## config.mk

```make
export PLATFORM = sky130hd
export DESIGN_NAME = mem_access_unit
export DESIGN_NICKNAME = d
export VERILOG_FILES = /design/src/rtl/mem_access_unit.sv
export SDC_FILE = /design/constraint.sdc
export NUM_CORES = 1
export LEC_CHECK = 0
export CAP_MARGIN = 5
export CORE_ASPECT_RATIO = 1.75
export CORE_MARGIN = 8
export CORE_UTILIZATION = 30
export DETAILED_ROUTE_END_ITERATION = 16
export PLACE_DENSITY = 0.55
export SYNTH_ARGS = -nofsm -noshare
export SYNTH_HDL_FRONTEND = slang
export SYNTH_SLANG_ARGS = --single-unit
```

## constraint.sdc

```tcl
create_clock -name clk -period 2.1 [get_ports clk]
set_clock_uncertainty 0.05 [all_clocks]
set_input_delay 0.42 -clock clk [delete_from_list [all_inputs] [get_ports clk]]
set_output_delay 0.42 -clock clk [all_outputs]
set_load 0.1 [all_outputs]
```

## src/rtl/mem_access_unit.sv

```systemverilog
// Purpose : MEM-stage load/store controller in front of the Mem_Data word RAM (1-cycle registered read, word-only write).
// Latency : request cycle = 1; rsp_valid in cycle 2 (misaligned), 3 (word store), 4 (load), 5 (sub-word store via RMW).
// Backpr. : stall = req_valid & (state != RESP); the pipeline holds req_* stable until the RESP cycle releases it.
//
// Ports:
//   clk, rst                  clock; synchronous active-low reset
//   req_valid/we/size/signed  pipeline request (size 00 byte, 01 half, 10 word, 11 illegal)
//   req_addr, req_wdata       byte address, right-justified store data
//   stall                     pipeline freeze
//   rsp_valid, rsp_rdata      one-cycle completion pulse, extended load data (0 for stores/errors)
//   misalign_err              pulses with rsp_valid on a misaligned/illegal request
//   mem_addr/read/write/wdata RAM command side; mem_rdata RAM read data (valid the cycle after mem_read)
//
// Build option: MEM_MISALIGN_TRAP_EN
//   defined   -> misaligned half/word and size 11 return an error response with no RAM access
//   undefined -> misalign_err tied low, addresses aligned down to the access size, size 11 treated as word

module mem_access_unit #(
    parameter int ADDR_W = 11
) (
    input  logic              clk,
    input  logic              rst,
    input  logic              req_valid,
    input  logic              req_we,
    input  logic [1:0]        req_size,
    input  logic              req_signed,
    input  logic [31:0]       req_addr,
    input  logic [31:0]       req_wdata,
    output logic              stall,
    output logic              rsp_valid,
    output logic [31:0]       rsp_rdata,
    output logic              misalign_err,
    output logic [ADDR_W-1:0] mem_addr,
    output logic              mem_read,
    output logic              mem_write,
    output logic [31:0]       mem_wdata,
    input  logic [31:0]       mem_rdata
);

    typedef enum logic [2:0] {
        IDLE    = 3'd0,
        RD      = 3'd1,
        RD_WAIT = 3'd2,
        WR      = 3'd3,
        RESP    = 3'd4
    } state_t;

    localparam logic [1:0] SZ_BYTE = 2'b00;
    localparam logic [1:0] SZ_HALF = 2'b01;
    localparam logic [1:0] SZ_WORD = 2'b10;
    localparam logic [1:0] SZ_ILL  = 2'b11;

    state_t state;
    state_t state_nxt;

    // Latched request fields
    logic        lat_we;
    logic        lat_signed;
    logic [1:0]  lat_size;
    logic [1:0]  lat_off;
    logic [31:0] lat_wdata;
`ifdef MEM_MISALIGN_TRAP_EN
    logic        lat_err;
`endif

    // Output registers
    logic [31:0]       rdata_q;
    logic [31:0]       wdata_q;
    logic [ADDR_W-1:0] addr_q;

    // Address bits above the RAM index alias onto the same words.
    logic unused_addr_hi;
    assign unused_addr_hi = ^req_addr[31:ADDR_W+2];

    // ------------------------------------------------------------------
    // Request decode: effective size, lane offset and misalignment
    // ------------------------------------------------------------------
    logic [1:0] req_eff_size;
    logic [1:0] req_off;
    logic       req_mis;

    always_comb begin
        req_eff_size = req_size;
        req_off      = req_addr[1:0];
        req_mis      = 1'b0;
`ifdef MEM_MISALIGN_TRAP_EN
        case (req_size)
            SZ_HALF: req_mis = req_addr[0];
            SZ_WORD: req_mis = |req_addr[1:0];
            SZ_ILL:  req_mis = 1'b1;
            default: req_mis = 1'b0;
        endcase
`else
        // No trapping: illegal size behaves as a word, and the offset is
        // forced down to the natural alignment of the access.
        if (req_size == SZ_ILL) begin
            req_eff_size = SZ_WORD;
        end
        case (req_eff_size)
            SZ_HALF: req_off = {req_addr[1], 1'b0};
            SZ_WORD: req_off = 2'b00;
            default: req_off = req_addr[1:0];
        endcase
`endif
    end

    logic req_word_store;
    assign req_word_store = req_we && (req_eff_size == SZ_WORD);

    // ------------------------------------------------------------------
    // Load extraction and store merge, both working on mem_rdata in RD_WAIT
    // ------------------------------------------------------------------
    logic [4:0]  lane_sh;
    logic [31:0] ld_shift;
    logic [31:0] ld_ext;
    logic [31:0] st_mask;
    logic [31:0] st_data;
    logic [31:0] st_merge;

    assign lane_sh  = {lat_off, 3'b000};
    assign ld_shift = mem_rdata >> lane_sh;

    always_comb begin
        ld_ext = mem_rdata;
        case (lat_size)
            SZ_BYTE: ld_ext = {{24{lat_signed & ld_shift[7]}},  ld_shift[7:0]};
            SZ_HALF: ld_ext = {{16{lat_signed & ld_shift[15]}}, ld_shift[15:0]};
            default: ld_ext = mem_rdata;
        endcase
    end

    always_comb begin
        st_mask = 32'h0000_0000;
        st_data = 32'h0000_0000;
        case (lat_size)
            SZ_BYTE: begin
                st_mask = 32'h0000_00FF << lane_sh;
                st_data = (lat_wdata & 32'h0000_00FF) << lane_sh;
            end
            SZ_HALF: begin
                st_mask = 32'h0000_FFFF << lane_sh;
                st_data = (lat_wdata & 32'h0000_FFFF) << lane_sh;
            end
            default: begin
                st_mask = 32'hFFFF_FFFF;
                st_data = lat_wdata;
            end
        endcase
        // Keep the untouched lanes from the word just read.
        st_merge = (mem_rdata & ~st_mask) | st_data;
    end

    // ------------------------------------------------------------------
    // FSM
    // ------------------------------------------------------------------
    always_comb begin
        state_nxt = state;
        case (state)
            IDLE: begin
                if (req_valid) begin
                    if (req_mis) begin
                        state_nxt = RESP;
                    end else if (req_word_store) begin
                        state_nxt = WR;
                    end else begin
                        state_nxt = RD;
                    end
                end
            end
            RD:      state_nxt = RD_WAIT;
            RD_WAIT: state_nxt = lat_we ? WR : RESP;
            WR:      state_nxt = RESP;
            RESP:    state_nxt = IDLE;
            default: state_nxt = IDLE;
        endcase
    end

    always_ff @(posedge clk) begin
        if (!rst) begin
            state      <= IDLE;
            lat_we     <= 1'b0;
            lat_signed <= 1'b0;
            lat_size   <= SZ_BYTE;
            lat_off    <= 2'b00;
            lat_wdata  <= 32'h0;
`ifdef MEM_MISALIGN_TRAP_EN
            lat_err    <= 1'b0;
`endif
            rdata_q    <= 32'h0;
            wdata_q    <= 32'h0;
            addr_q     <= '0;
        end else begin
            state <= state_nxt;
            case (state)
                IDLE: begin
                    if (req_valid) begin
                        lat_we     <= req_we;
                        lat_signed <= req_signed;
                        lat_size   <= req_eff_size;
                        lat_off    <= req_off;
                        lat_wdata  <= req_wdata;
`ifdef MEM_MISALIGN_TRAP_EN
                        lat_err    <= req_mis;
`endif
                        // Cleared here so stores and errors answer with 0.
                        rdata_q    <= 32'h0;
                        // mem_addr/mem_wdata only move when the RAM is used.
                        if (!req_mis) begin
                            addr_q <= req_addr[ADDR_W+1:2];
                        end
                        if (!req_mis && req_word_store) begin
                            wdata_q <= req_wdata;
                        end
                    end
                end
                RD_WAIT: begin
                    if (lat_we) begin
                        wdata_q <= st_merge;
                    end else begin
                        rdata_q <= ld_ext;
                    end
                end
                default: begin
                end
            endcase
        end
    end

    // ------------------------------------------------------------------
    // Outputs; strobes are gated by rst so the reset edge never hits the RAM
    // ------------------------------------------------------------------
    assign mem_read  = rst && (state == RD);
    assign mem_write = rst && (state == WR);
    assign stall     = rst && req_valid && (state != RESP);
    assign rsp_valid = rst && (state == RESP);
    assign rsp_rdata = rdata_q;
    assign mem_addr  = addr_q;
    assign mem_wdata = wdata_q;

`ifdef MEM_MISALIGN_TRAP_EN
    assign misalign_err = rsp_valid && lat_err;
`else
    assign misalign_err = 1'b0;
`endif

endmodule

```

# ---- After elaboration in Yosys (flattened, before gate mapping)
# Index checks and enable logic that the tools add are counted.
dict set report totals {
  register_bits 116
  in_bits 103
  out_inout_bits 80
  elab_cells 60
}
dict set report op_classes {
  n_eq_ne 13
  shift 5
  n_mux 16
  n_bitwise 5
  n_reduce_logical 12
}
# operator n
set ops {}
lappend ops {{$pmux 32 s2} 5}
lappend ops {{$mux 32} 5}
lappend ops {{$and 32x32->32} 1}
lappend ops {{$not 32->32} 1}
lappend ops {{$or 32x32->32} 1}
lappend ops {{$shl 16x5->32} 1}
lappend ops {{$shl 16x5->32 const A} 1}
lappend ops {{$shl 8x5->32} 1}
lappend ops {{$shl 8x5->32 const A} 1}
lappend ops {{$shr 32x5->16} 1}
lappend ops {{$pmux 3 s4} 1}
lappend ops {{$ne 2x2->1 const B} 4}
lappend ops {{$eq 3x2->1 const B} 2}
lappend ops {{$logic_and 1x1->1} 6}
lappend ops {{$mux 3} 2}
lappend ops {{$eq 2x1->1 const B} 2}
lappend ops {{$eq 2x2->1 const B} 2}
lappend ops {{$mux 2} 2}
lappend ops {{$pmux 2 s2} 1}
lappend ops {{$reduce_and 4->1} 1}
lappend ops {{$eq 3x1->1 const B} 1}
lappend ops {{$eq 3x3->1 const B} 1}
lappend ops {{$logic_not 3->1} 1}
lappend ops {{$ne 3x3->1 const B} 1}
lappend ops {{other kinds (5)} 6}

# ---- Logic depth before layout (Yosys ltp)
dict set report depth {
  ltp_word 7
  mapped_depth 7
  mapped_depth_nobuf 4
}

# ---- Worst setup path before layout
# OpenSTA, ideal clock, no wires.
dict set report synth_timing {
  path_type {reg-to-output}
  from {register state[0]}
  to {output port mem_read}
  t_arrival_ns 2.722
  required_ns 1.630
  path_slack_ns -1.092
  stages_incl_launch_ff 4
  path_buffers 1
  path_cell_list {dfxtp_1 > buf_2 > inv_1 > nor3_1}
}
dict set report synth_via {
  elab_chain_len 2
}
# item line_no
set synth_lines {}
lappend synth_lines {{start: declaration} 53} ;# state_t state;
lappend synth_lines {{start signal: assignment} 193} ;# state <= state_nxt;
lappend synth_lines {{$eq 3x1->1} 232} ;# assign mem_read = rst && (state == RD);
lappend synth_lines {{$logic_and 1x1->1} 232}
lappend synth_lines {{end: declaration} 34} ;# output logic mem_read,
# Every way passes these cells.

# ---- Final worst setup path
dict set report layout_timing {
  from {register state[2]}
  to {output port mem_read}
}
# The elaborated chain is that of the path after synthesis.

==> results.py <==
metrics = {
    "layout": {
        "n_antenna_cell": 0,
        "stdcell_area_sq_um": 8060,
        "register_area_sq_um": 2320,
        "fin_util": 0.438,
        "layout_commonest_cell": "nand2_1",
        "multi_input_area_sq_um": 2980,
        "nNetsFinal": 935,
        "final_cell_mix": "173 x nand2_1, 115 x dfxtp_1, 107 x buf_4, 82 x clkdlybuf4s50_1, 68 x a21oi_1",
        "fin_cells": 1083,
        "drive_gt1_frac": 0.201,
        "fill_cells": 1837,
        "areaGrowthSynthToFinish_pct": 43.9,
    },
    "timing": {
        "fin_tns_setup_ns": 0,
        "slew-limit-headroom": 0.579,
        "drv_slew": 0,
        "rsz0062_at_grt": "false",
        "worst_pin_slew_ns": 0.630,
        "period_needed_ns": 2.04,
        "clock.fmax_ghz": 0.490,
        "final_hold_viol_count": 0,
        "setup_violations": 0,
        "setup_ws_ns": 0.0575,
        "fin_crit_sh": 0.973,
    },
    "power_and_ir_drop": {
        "seqPwrFrac": 0.356,
        "swShare": 0.336,
        "p_clk_frac": 0.392,
        "p_int_mw": 4.59,
        "leakage_nw": 3.07,
        "peakVddDrop_uv": 453,
        "combPwrFrac": 0.252,
        "p_switching_mw": 2.32,
        "powerDensity_nw_per_um2": 858,
    },
    "clocking": {
        "ctsRootBufferMaster": "clkbuf_16",
        "cts_buffer_depth": 2,
        "htreeDepth": 4,
        "cts_tree": "done",
        "numClockSinks": 116,
        "worstSkewPairLatency_ns": 0.41,
        "cts_buffers": 17,
        "cts.clk_slew.worst_paths_ns": 0.06,
        "hold_buffers": 0,
        "post-cts-setup-buffers": 0,
    },
    "detailed_routing": {
        "drt-met1-wl_um": 8310,
        "routed-wl-met2_um": 11600,
        "vias_per_cell": 5.28,
        "top_layer": "met4",
        "postRouteAntennaNets": 0,
        "drt-initial-drc-count": 584,
        "drc": 0,
        "vias": 5717,
        "wl_per_cell_um": 19.9,
        "drt-total-wl_um": 21600,
        "wl_met3_um": 1020,
        "drtPass1Iterations": 8,
    },
    "global_route": {
        "track_usage": 0.182,
        "grt_pass1_wl_um": 33400,
        "grt_max_degree": 57,
        "grt-ovfl-total": 0,
        "antenna_found_initial": 0,
        "grt_pass1_vias": 5833,
    },
    "synth": {
        "yosysUniqueCellTypes": 53,
        "ys_seq_elements": 116,
        "netlist_instances": 671,
        "synth-seq-area-share": 0.415,
        "yosysWarnings": 0,
        "avgSynthCellArea_sq_um": 8.34,
        "synth_edf_count": 0,
        "synth.net_count": 774,
        "ys.flop_type": "dfxtp_1",
        "async_reset_ff_frac": 0,
        "synth_area_sq_um": 5600,
    },
    "setup_path": {
        "cp.arrival_ns": 1.57,
        "cp_top_family": "simple AND/OR/NAND/NOR gates",
        "worst_ep_required_time_ns": 1.63,
        "path_cells": "buf_4 > nand2b_1 > nor3_2 > buf_12",
        "cp_max_fo": 6,
        "cp-start-kind": "flip-flop",
        "path_buf_inv": 2,
        "crit_path_max_incr_delay_ns": 0.36,
        "path_class": "flip-flop to output pin",
        "cp-end-kind": "output pin",
        "crit_slowest_cell": "dfxtp_2",
    },
    "placed_design": {
        "place_area_sq_um": 7500,
        "pre_cts_ws_ns": -0.180,
        "place_inst": 1051,
        "post-dp-hpwl_um": 16500,
        "port_buffers": 162,
        "routabilityCongestion": 0.895,
    },
    "flow_run": {
        "max_cap_violations": 0,
    },
    "floorplan": {
        "num_io_pins": 183,
        "die_w_um": 119,
        "rows": 66,
        "coreArea_sq_um": 18400,
        "start_util": 0.304,
        "die_y_um": 197,
        "dieArea_sq_um": 23500,
    },
    "run_status": {
        "status": "completed",
    },
    "hold_path": {
        "hold_class": "flip-flop to flip-flop",
    },
}
-- metrics by stage --
step	power (mW)	hold WS [ns]
4_1_cts	6.96	0.408
3_5_place_dp	4.25	0.398
2_1_floorplan	3.62	0.386
3_3_place_gp	4.23	0.392
5_1_grt	7.19	0.427
6_report	6.91	0.405
-- final cells by class --
type,count,share of cell area
Sequential cell,116,0.288
Clock buffer,23,0.0581
Inverter,2,0.000932
Tap cell,238,0.0370
Multi-Input combinational cell,491,0.370
Clock inverter,9,0.00994
Timing Repair Buffer,204,0.236
-- cell families after synthesis --
kind of cell    synth area share
mux                       0.0333
compound gates             0.288
simple gates               0.205
other cells             0.000670
flops                      0.415
buf+inv                   0.0588
-- metal layers --
metal / track usage / up-vias
met5: 0 / -
met4: 0.0824 / 0
met3: 0.0381 / 39
met2: 0.333 / 182
met1: 0.196 / 2728
li1: - / 2768
-- power by group through the flow --
stage / sequential, mW / clock, mW / combinational [mW]
after floorplan: 2.96 / 0 / 0.661
after global placement: 2.50 / 0 / 1.73
after detailed placement: 2.50 / 0 / 1.75
after CTS: 2.46 / 2.75 / 1.75
after global routing: 2.48 / 2.86 / 1.86
final: 2.46 / 2.71 / 1.75
-- synth_stat cells (all sizes together) (2+ instances only) --
| library cell | instances | area [sq um] |
|---|---|---|
| clkbuf | 25 | 93.8 |
| o21a | 9 | 67.6 |
| nor3 | 3 | 31.3 |
| mux2i | 16 | 160 |
| o21ai | 33 | 176 |
| o2bb2ai | 23 | 201 |
| nor2b | 6 | 40.0 |
| nand3 | 12 | 60.1 |
| a21oi | 71 | 359 |
| a222oi | 7 | 70.1 |
| inv | 2 | 7.51 |
| nand3b | 5 | 50.1 |
| nand2 | 173 | 649 |
| buf | 37 | 228 |
| nand2b | 11 | 68.8 |
| a221o | 16 | 160 |
| nor3b | 2 | 20.0 |
| mux2 | 2 | 26.3 |
| a22o | 23 | 201 |
| and2 | 2 | 12.5 |
| or3b | 2 | 17.5 |
| a221oi | 32 | 280 |
| nand4b | 9 | 78.8 |
| nor2 | 17 | 66.3 |
| dfxtp | 116 | 2320 |
| o211ai | 2 | 15.0 |
-- worst paths after layout --
check | start | to | slack [ns] | cells after the start
worst min-delay path | mem_addr[6]$_SDFFE_PN0P_ | mem_addr[6]$_SDFFE_PN0P_ | 0.41 | 2
worst min register to register | mem_addr[6]$_SDFFE_PN0P_ | mem_addr[6]$_SDFFE_PN0P_ | 0.41 | 2
worst max-delay path | state[2]$_SDFFE_PN0P_ | mem_read | 0.06 | 4
worst max register to register | lat_off[0]$_SDFFE_PN0P_ | rsp_rdata[14]$_SDFFE_PN0P_ | 0.13 | 6
-- tightest hold or removal path, cell delays in order, from the launching register on --
cell and delay (ns):
dfxtp_1 0.31, nand2_1 0.05, a21oi_1 0.05
-- state kept, by name (all words and copies together), names as in the netlist --
register / count
lat_wdata: 32
mem_wdata: 32
rsp_rdata: 32
mem_addr: 11
state: 3
lat_off: 2
lat_size: 2
lat_signed: 1
lat_we: 1
-- repair_timing --
action	4_1_cts	5_1_grt
pin swaps	0	1
gates cloned	0	0
setup endpoints to repair	3	1
gates resized for setup	2	2
Note: power is estimated with default switching activity, not from simulation.
